**config.mk**
```make
export PLATFORM = sky130hd
export DESIGN_NAME = mux_scan_ctrl
export DESIGN_NICKNAME = d
export VERILOG_FILES = /design/src/rtl/mux_scan_pkg.sv /design/src/rtl/mux_scan_ctrl_dwell_timer.sv /design/src/rtl/mux_scan_ctrl.sv
export SDC_FILE = /design/constraint.sdc
export NUM_CORES = 1
export LEC_CHECK = 0
export ABC_AREA = 1
export CORE_MARGIN = 2
export CORE_UTILIZATION = 47
export DETAILED_ROUTE_END_ITERATION = 10
export HOLD_SLACK_MARGIN = 0.1
export PLACE_DENSITY_LB_ADDON = 0.12
export SLEW_MARGIN = 20
export SYNTH_ARGS = -nofsm -noshare
export SYNTH_HDL_FRONTEND = slang
export SYNTH_HIERARCHICAL = 1
export SYNTH_SLANG_ARGS = --single-unit
export TNS_END_PERCENT = 1
```
**constraint.sdc**
```tcl
create_clock -name clk -period 4.7 [get_ports clk]
set_input_delay 0.94 -clock clk [delete_from_list [all_inputs] [get_ports clk]]
set_output_delay 0.94 -clock clk [all_outputs]
set_load 0.02 [all_outputs]
```
**src/rtl/mux_scan_pkg.sv**
```systemverilog
// Shared types and constants for the 32:1 mux scan controller.
package mux_scan_pkg;

    localparam int SEL_W   = 5;
    localparam int N_CH    = 32;
    localparam int LAST_CH = 31;

    typedef enum logic [1:0] {
        IDLE = 2'd0,
        SCAN = 2'd1,
        DONE = 2'd2
    } state_t;

endpackage

```
**src/rtl/mux_scan_ctrl_dwell_timer.sv**
```systemverilog
// Per-channel dwell counter: loads a count, decrements while enabled,
// flags zero on the last dwell cycle.
module scan_dwell_timer #(
    parameter int DIV_W = 16
) (
    input  logic             clk,
    input  logic             rst,
    input  logic             load,
    input  logic             en,
    input  logic [DIV_W-1:0] val,
    output logic             zero
);

    logic [DIV_W-1:0] cnt;

    always_ff @(posedge clk or posedge rst) begin
        if (rst) begin
            cnt <= '0;
        end else if (load) begin
            cnt <= val;
        end else if (en && cnt != '0) begin
            cnt <= cnt - 1'b1;
        end
    end

    assign zero = (cnt == '0);

endmodule

```
**src/rtl/mux_scan_ctrl.sv**
```systemverilog
// Scans the 32:1 bit-select mux and assembles a 32-bit snapshot word.
// Optional MUX_SCAN_PARITY_EN adds a registered parity output over word.
module mux_scan_ctrl
    import mux_scan_pkg::*;
#(
    parameter int DIV_W = 16
) (
    input  logic             clk,
    input  logic             rst,
    input  logic             start,
    input  logic             stop,
    input  logic             mode,
    input  logic [DIV_W-1:0] div,
    output logic [SEL_W-1:0] sel,
    input  logic             mux_o,
    output logic             busy,
    output logic             done,
    output logic [N_CH-1:0]  word,
    output logic             word_valid
`ifdef MUX_SCAN_PARITY_EN
    ,
    output logic             parity
`endif
);

    state_t          state;
    logic [N_CH-1:0] shadow;
    logic            zero;
    logic            load;
    logic            last;

    assign last = (sel == SEL_W'(LAST_CH));

    // Reload on scan entry, on each channel advance, and on continuous restart.
    always_comb begin
        load = 1'b0;
        unique case (state)
            IDLE:    load = start && !stop;
            SCAN:    load = !stop && zero && !last;
            DONE:    load = mode && !stop;
            default: load = 1'b0;
        endcase
    end

    scan_dwell_timer #(
        .DIV_W (DIV_W)
    ) u_timer (
        .clk  (clk),
        .rst  (rst),
        .load (load),
        .en   (state == SCAN),
        .val  (div),
        .zero (zero)
    );

    always_ff @(posedge clk or posedge rst) begin
        if (rst) begin
            state      <= IDLE;
            sel        <= '0;
            busy       <= 1'b0;
            done       <= 1'b0;
            word       <= '0;
            word_valid <= 1'b0;
            shadow     <= '0;
`ifdef MUX_SCAN_PARITY_EN
            parity     <= 1'b0;
`endif
        end else begin
            done <= 1'b0;
            unique case (state)
                IDLE: begin
                    if (start && !stop) begin
                        state  <= SCAN;
                        sel    <= '0;
                        shadow <= '0;
                        busy   <= 1'b1;
                    end
                end
                SCAN: begin
                    if (stop) begin
                        state <= IDLE;
                        sel   <= '0;
                        busy  <= 1'b0;
                    end else if (zero) begin
                        shadow[sel] <= mux_o;
                        if (last) begin
                            state <= DONE;
                        end else begin
                            sel <= sel + 1'b1;
                        end
                    end
                end
                DONE: begin
                    done       <= 1'b1;
                    word       <= shadow;
                    word_valid <= 1'b1;
`ifdef MUX_SCAN_PARITY_EN
                    parity     <= ^shadow;
`endif
                    sel        <= '0;
                    if (mode && !stop) begin
                        state  <= SCAN;
                        shadow <= '0;
                    end else begin
                        state <= IDLE;
                        busy  <= 1'b0;
                    end
                end
                default: begin
                    state <= IDLE;
                    sel   <= '0;
                    busy  <= 1'b0;
                end
            endcase
        end
    end

endmodule
```
==> out/metrics.csv, run 1 <==
stage;metric;value;unit
status;status;completed;
timing;worst rel slew slack;50.9;%
power_and_ir_drop;Seq pwr share;42.3;%
final_layout;nets;713;
power_and_ir_drop;Leakage;2.78;nW
cts;Worst-path clk slew;80;ps
power_and_ir_drop;P per Cell Area;399;nW/um2
logic_synthesis;synthesized instance count;640;
floorplanning;I/O pins;62;
detailed_routing;DR iter-0 viols;221;
power_and_ir_drop;P_sw;0.000847;W
cts;worst skew pair latency;360;ps
logic_synthesis;top post-synthesis cells by count;277 x nand2_1, 90 x dfrtp_1, 66 x nand3_1;
worst_setup_path;CP max FO;16;
worst_setup_path;Crit. End Element;flip-flop;
detailed_routing;DR vias/cell;4.92;
timing;period utilisation layout;73.3;%
placed_design;Post-DP HPWL;6.71;mm
timing;# setup viols final;0;
logic_synthesis;Post-Synth Simple-Gate Area;38.0;%
global_routing;gr ovfl total;0;
logic_synthesis;Syn Std Cell Area;4740;um2
logic_synthesis;Synth area leader;dfrtp_1;
logic_synthesis;post-synthesis mux area share;0;%
detailed_routing;Via Count;4053;
timing;min cycle time layout;3440;ps
logic_synthesis;main combinational cell family by area after synthesis;simple AND/OR/NAND/NOR gates;
cts;post-CTS resize count;0;
logic_synthesis;Synth Area in Compound Gates;4.81;%
worst_setup_path;Worst EP arrival;3700;ps
final_layout;post-layout util;56.7;%
timing;Fin. Hold Viols;0;
detailed_routing;Pre-antenna DRT Iters;4;
cts;clock root buffer master;clkbuf_8;
global_routing;antenna violations before repair;0;
global_routing;vias in the first global route;3703;
logic_synthesis;Syn Area/Cell;7.40;um2
timing;Hold Slack;471;ps
power_and_ir_drop;Clk pwr share;24.2;%
final_layout;layout cell share with drive strength beyond 1;6.23;%
power_and_ir_drop;worst vdd ir;282;uV
timing;RSZ-0062 raised after global routing;false;
logic_synthesis;Synth async-reset ratio;100;%
placed_design;Post-Place Cells;807;
timing;fmax;290;MHz
logic_synthesis;Post-Syn Nets;668;
logic_synthesis;synth unique cells;31;
final_layout;Layout Area Growth over Synthesis;17.1;%
logic_synthesis;top-count cell post-synth;nand2_1;
cts;cts hold-fix bufs;0;
worst_setup_path;Worst Setup Start Kind;flip-flop;
cts;Setup Buffers After CTS;0;
power_and_ir_drop;Sw Ratio;38.3;%
floorplanning;std cell rows;36;
power_and_ir_drop;combinational share of power;33.5;%
logic_synthesis;Main synth FF type;dfrtp_1;
cts;CTS Buffer Depth;2;
logic_synthesis;area share of fa/ha/maj cells after synthesis;1.58;%
detailed_routing;number of nets with antenna violations after routing;0;
cts;Sink Count;90;
cts;CTS Buf Count;9;
placed_design;pre-CTS setup slack;1270;ps
logic_synthesis;Synth warnings;6;
worst_setup_path;critical path class;flip-flop to flip-flop;
floorplanning;core area;9770;um2
timing;Slew @ Worst Pin;736;ps
final_layout;Post-Layout Cell Count;823;
global_routing;global-route wire length before repair;17.3;mm
placed_design;IO buf count;61;
floorplanning;Die Y;104;um
floorplanning;Initial Util;48.5;%
timing;Fin Setup TNS;0;ps
logic_synthesis;EDFF count, synth;0;
floorplanning;Die W;104;um
detailed_routing;final wirelength;9.82;mm
timing;worst setup margin;1260;ps
detailed_routing;DR DRC count;0;
cts;CTS tree;yes;
final_layout;Ant. Diodes;0;
global_routing;largest net degree at the start of global routing;65;
flow_run;total of max-cap violations;0;
logic_synthesis;sequential fraction of the synthesis area;47.5;%
logic_synthesis;FF+latch count, synth;90;
power_and_ir_drop;internal power;0.00136;W
cts;H-tree depth;3;
placed_design;gp weighted congestion;0.900;
logic_synthesis;post-synthesis xor/xnor area fraction;1.66;%
min_path;HP Class;flip-flop to flip-flop;
detailed_routing;wire length per cell;11.9;um
logic_synthesis;largest cells by area after synthesis;dfrtp_1 48%, nand2_1 22%, nand3_1 7.0%;
global_routing;Overall Global Routing Usage;19.4;%
timing;final max-slew violation count;0;
logic_synthesis;top-area cell type share of the netlist area;47.5;%
floorplanning;Die ar.;10900;um2
timing;clock skew;7.59;ps
worst_setup_path;Worst EP required;4950;ps
cells in the final DEF (no fill, tap or decap):
cell,n
ha_1,6
clkinv_4,1
nand3b_1,1
nand2_4,3
clkbuf_8,10
bufinv_16,1
nand2_2,6
nor3_1,1
nand4_1,2
o21ai_1,2
inv_1,24
clkinv_2,1
nor2_2,5
nor2_1,62
clkbuf_1,2
clkinvlp_4,1
o211ai_1,1
inv_2,4
nor2_4,1
xnor2_1,3
xor2_1,6
inv_4,1
and2_1,1
nand2_1,277
clkinv_1,1
clkdlybuf4s50_1,61
nand3_1,66
nor2_8,1
buf_4,3
dfrtp_1,90
and3_2,1
o21ai_0,39
o21bai_1,2
or2_2,4
state kept, by name, summed over array words and instances (netlist names):
name and cells:
u_timer/cnt 16, state 2, sel 5, done 1
shadow 32, busy 1, word 32, word_valid 1
worst max-delay path, stage by stage (launching register included):
cell      delay [ps]
dfrtp_1          400
inv_1            140
ha_1             220
nand2_2           90
nor2_1           270
nand3b_1         150
nor3_1           470
nand2_1          180
nand2_1          450
clkinv_1         410
nand3_1          280
inv_2            130
nand2_1           90
nand3_1           70
per-layer routing:
metal	GRT usage [%]	routed length [um]	vias to the layer above
li1	-	-	2100
met1	27.1	4850	1852
met2	30.2	4420	90
met3	3.20	446	11
met4	7.34	111	0
met5	0	0	-
stage by stage:
step           area [um2]  power (W)
6_report             5550    0.00221
5_1_grt              5550    0.00238
4_1_cts              5540    0.00223
3_5_place_dp         5350    0.00169
3_3_place_gp         5350    0.00167
2_1_floorplan        4740    0.00159
power groups by stage:
| stage | Clock (W) | Sequential [W] | Combinational (W) |
|---|---|---|---|
| after floorplan | 0 | 0.000931 | 0.000662 |
| after global placement | 0 | 0.000947 | 0.000727 |
| after detailed placement | 0 | 0.000946 | 0.000742 |
| after CTS | 0.000551 | 0.000933 | 0.000743 |
| after global routing | 0.000578 | 0.000948 | 0.000856 |
| final | 0.000535 | 0.000935 | 0.000740 |
cell families after synthesis:
| kind of cell | count (synthesis) |
|---|---|
| adder cells (fa/ha/maj) | 6 |
| AO/OA/AOI/OAI | 44 |
| AND/OR/NAND/NOR | 431 |
| flip-flops | 90 |
| buffers and inverters | 60 |
| XOR/XNOR | 9 |
cell type report:
class / count / area [um2]
clock inverter: 4 / 51.3
clock buffer: 12 / 145
sequential: 90 / 2250
timing repair buffer: 64 / 633
inverter: 30 / 115
fill: 947 / 4230
tap: 133 / 166
multi-input combinational: 490 / 2180
path summary, 6_finish.rpt:
kind                                 from             end  slack [ps]  cells past startpoint
hold reg to reg                  word[17]        word[17]         470                      2
setup reg to reg           u_timer/cnt[0]  u_timer/cnt[4]        1260                     13
min in group asynchronous             rst       shadow[2]        1030                      2
setup / recovery           u_timer/cnt[0]  u_timer/cnt[4]        1260                     13
max in group asynchronous             rst        word[29]        2930                      3
hold / removal                   word[17]        word[17]         470                      2
(Power assumes the default switching activity.)
==> run 2: changes to the inputs <==
==> constraint.sdc (replaced) <==
create_clock -name clk -period 2.8 [get_ports clk]
set_input_delay 0.56 -clock clk [delete_from_list [all_inputs] [get_ports clk]]
set_output_delay 0.56 -clock clk [all_outputs]
set_load 0.02 [all_outputs]
==> run 2 against run 1 <==
Global-route usage rose by 0.55 points; combinational power up 76%; sequential power rose by 68%; highest routed layer unchanged.
==> out/metrics.csv, run 2 (synthesis gave the netlist of run 1 again) <==
stage;metric;value;unit
status;status;completed;
cts;cts hold-fix bufs;0;
timing;clock skew;8.77;ps
cts;worst skew pair latency;360;ps
detailed_routing;Via Count;4058;
worst_setup_path;Critical R2R Launch;u_timer/cnt[0];
worst_setup_path;critical path class;flip-flop to flip-flop;
power_and_ir_drop;P per Cell Area;688;nW/um2
power_and_ir_drop;Leakage;2.84;nW
detailed_routing;DR DRC count;0;
worst_setup_path;worst setup path startpoint;u_timer/cnt[0];
timing;Slew @ Worst Pin;642;ps
final_layout;# fillers;963;
global_routing;largest net degree at the start of global routing;65;
cts;CTS Buffer Depth;2;
detailed_routing;number of nets with antenna violations after routing;0;
global_routing;Overall Global Routing Usage;19.9;%
detailed_routing;DR vias/cell;4.90;
final_layout;Regs by FF count;shadow: 32 flops, word: 32 flops, u_timer/cnt: 16 flops;
cts;Worst-path clk slew;90;ps
cts;CTS tree;yes;
timing;period utilisation layout;87.3;%
worst_setup_path;critical-path cell list;inv_1, ha_1, nand2_2, nor2_1, nand3b_1, nor3_1, nand2_1, nand2_1, clkinv_1, nand3_1, inv_2, nand2_1, nand3_1;
timing;# setup viols final;0;
worst_setup_path;Worst EP arrival;2700;ps
detailed_routing;final wirelength;10.1;mm
worst_setup_path;R2R setup slack;350;ps
final_layout;cell area after layout;5640;um2
worst_setup_path;Crit. End Element;flip-flop;
worst_setup_path;Worst EP required;3050;ps
floorplanning;Initial Util;48.5;%
cts;clock root buffer master;clkbuf_8;
final_layout;nets;719;
placed_design;gp weighted congestion;0.918;
detailed_routing;Pre-antenna DRT Iters;4;
cts;H-tree depth;3;
cts;post-CTS resize count;0;
min_path;HP Class;flip-flop to flip-flop;
floorplanning;std cell rows;36;
cts;Sink Count;90;
timing;worst rel slew slack;57.2;%
worst_setup_path;Crit-path slowest cell;dfrtp_1;
worst_setup_path;worst reg-to-reg path cell count;13;
cts;Setup Buffers After CTS;0;
global_routing;antenna violations before repair;0;
timing;RSZ-0062 raised after global routing;false;
final_layout;Ant. Diodes;0;
flow_run;total of max-cap violations;0;
floorplanning;core area;9770;um2
final_layout;layout cell share with drive strength beyond 1;7.04;%
timing;fmax;409;MHz
final_layout;leading cell type in the layout, fill and taps excluded;nand2_1;
timing;final max-slew violation count;0;
worst_setup_path;CP max FO;10;
global_routing;global-route wire length before repair;17.8;mm
worst_setup_path;r2r endpoint;u_timer/cnt[7];
worst_setup_path;most frequent CP cell;nand2_1;
placed_design;Post-DP HPWL;6.89;mm
floorplanning;Die ar.;10900;um2
floorplanning;Die Y;104;um
timing;Fin. Hold Viols;0;
timing;Fin Setup TNS;0;ps
global_routing;vias in the first global route;3712;
placed_design;Placed Area;5420;um2
timing;min cycle time layout;2450;ps
detailed_routing;wire length per cell;12.2;um
worst_setup_path;Worst Setup Start Kind;flip-flop;
power_and_ir_drop;worst vdd ir;441;uV
global_routing;gr ovfl total;0;
placed_design;IO buf count;61;
worst_setup_path;Critical Path End;u_timer/cnt[7];
final_layout;Layout Area Growth over Synthesis;19.1;%
final_layout;most frequent cells in the layout;277 x nand2_1, 90 x dfrtp_1, 66 x nand3_1;
worst_setup_path;slowest stage delay, CP;400;ps
floorplanning;Die W;104;um
cts;CTS Buf Count;9;
detailed_routing;DR iter-0 viols;242;
floorplanning;I/O pins;62;
-- run 2: worst min-delay path by stage --
stage                     startpoint        end  slack [ps]  cells past startpoint
after global placement      word[20]   word[20]         450                      2
after CTS                   word[23]   word[23]         480                      2
after detailed placement    word[23]   word[23]         460                      2
after floorplan            shadow[0]  shadow[0]         440                      2
final                        word[6]    word[6]         480                      2
after global routing       shadow[5]  shadow[5]         500                      2
-- run 2: final cells by class --
class	count	area [um2]	area share, %
clock inverter	4	73.8	1.31
sequential	90	2250	39.9
inverter	30	113	2.00
clock buffer	12	155	2.75
multi-input combinational	490	2180	38.6
tap	133	166	2.95
timing repair buffer	70	703	12.5
-- run 2: layer usage --
layer,up-vias,global-route usage (%),share of wire (%)
li1,2109,-,-
met1,1847,28.2,48
met2,89,31.0,46
met3,13,2.88,4.4
met4,0,7.34,1.5
met5,-,0,0
-- run 2: critical path, delay by kind of cell (launching register included) --
kind	cells	cell delay, ps
buf+inv	3	510
flops	1	400
fa+ha+maj	1	230
simple gates	9	1200
-- run 2: metrics by stage --
stage | instances | utilization, % | worst slack (ps) | hold slack (ps) | power, W
3_5_place_dp | 813 | 55.4 | 291 | 458 | 0.00289
5_1_grt | 829 | 57.7 | 23.1 | 499 | 0.00418
6_report | 829 | 57.7 | 354 | 476 | 0.00388
2_1_floorplan | 640 | - | 230 | 442 | 0.00267
4_1_cts | 829 | 57.7 | 317 | 479 | 0.00391
3_3_place_gp | 813 | 55.4 | 325 | 453 | 0.00285
-- run 2: report_power, final --
part	total, W	internal (W)	switching, W
Clock	0.00102	0.000553	0.000466
Combinational	0.00130	0.000463	0.000836
Sequential	0.00157	0.00142	0.000142
Total	0.00388	0.00244	0.00144
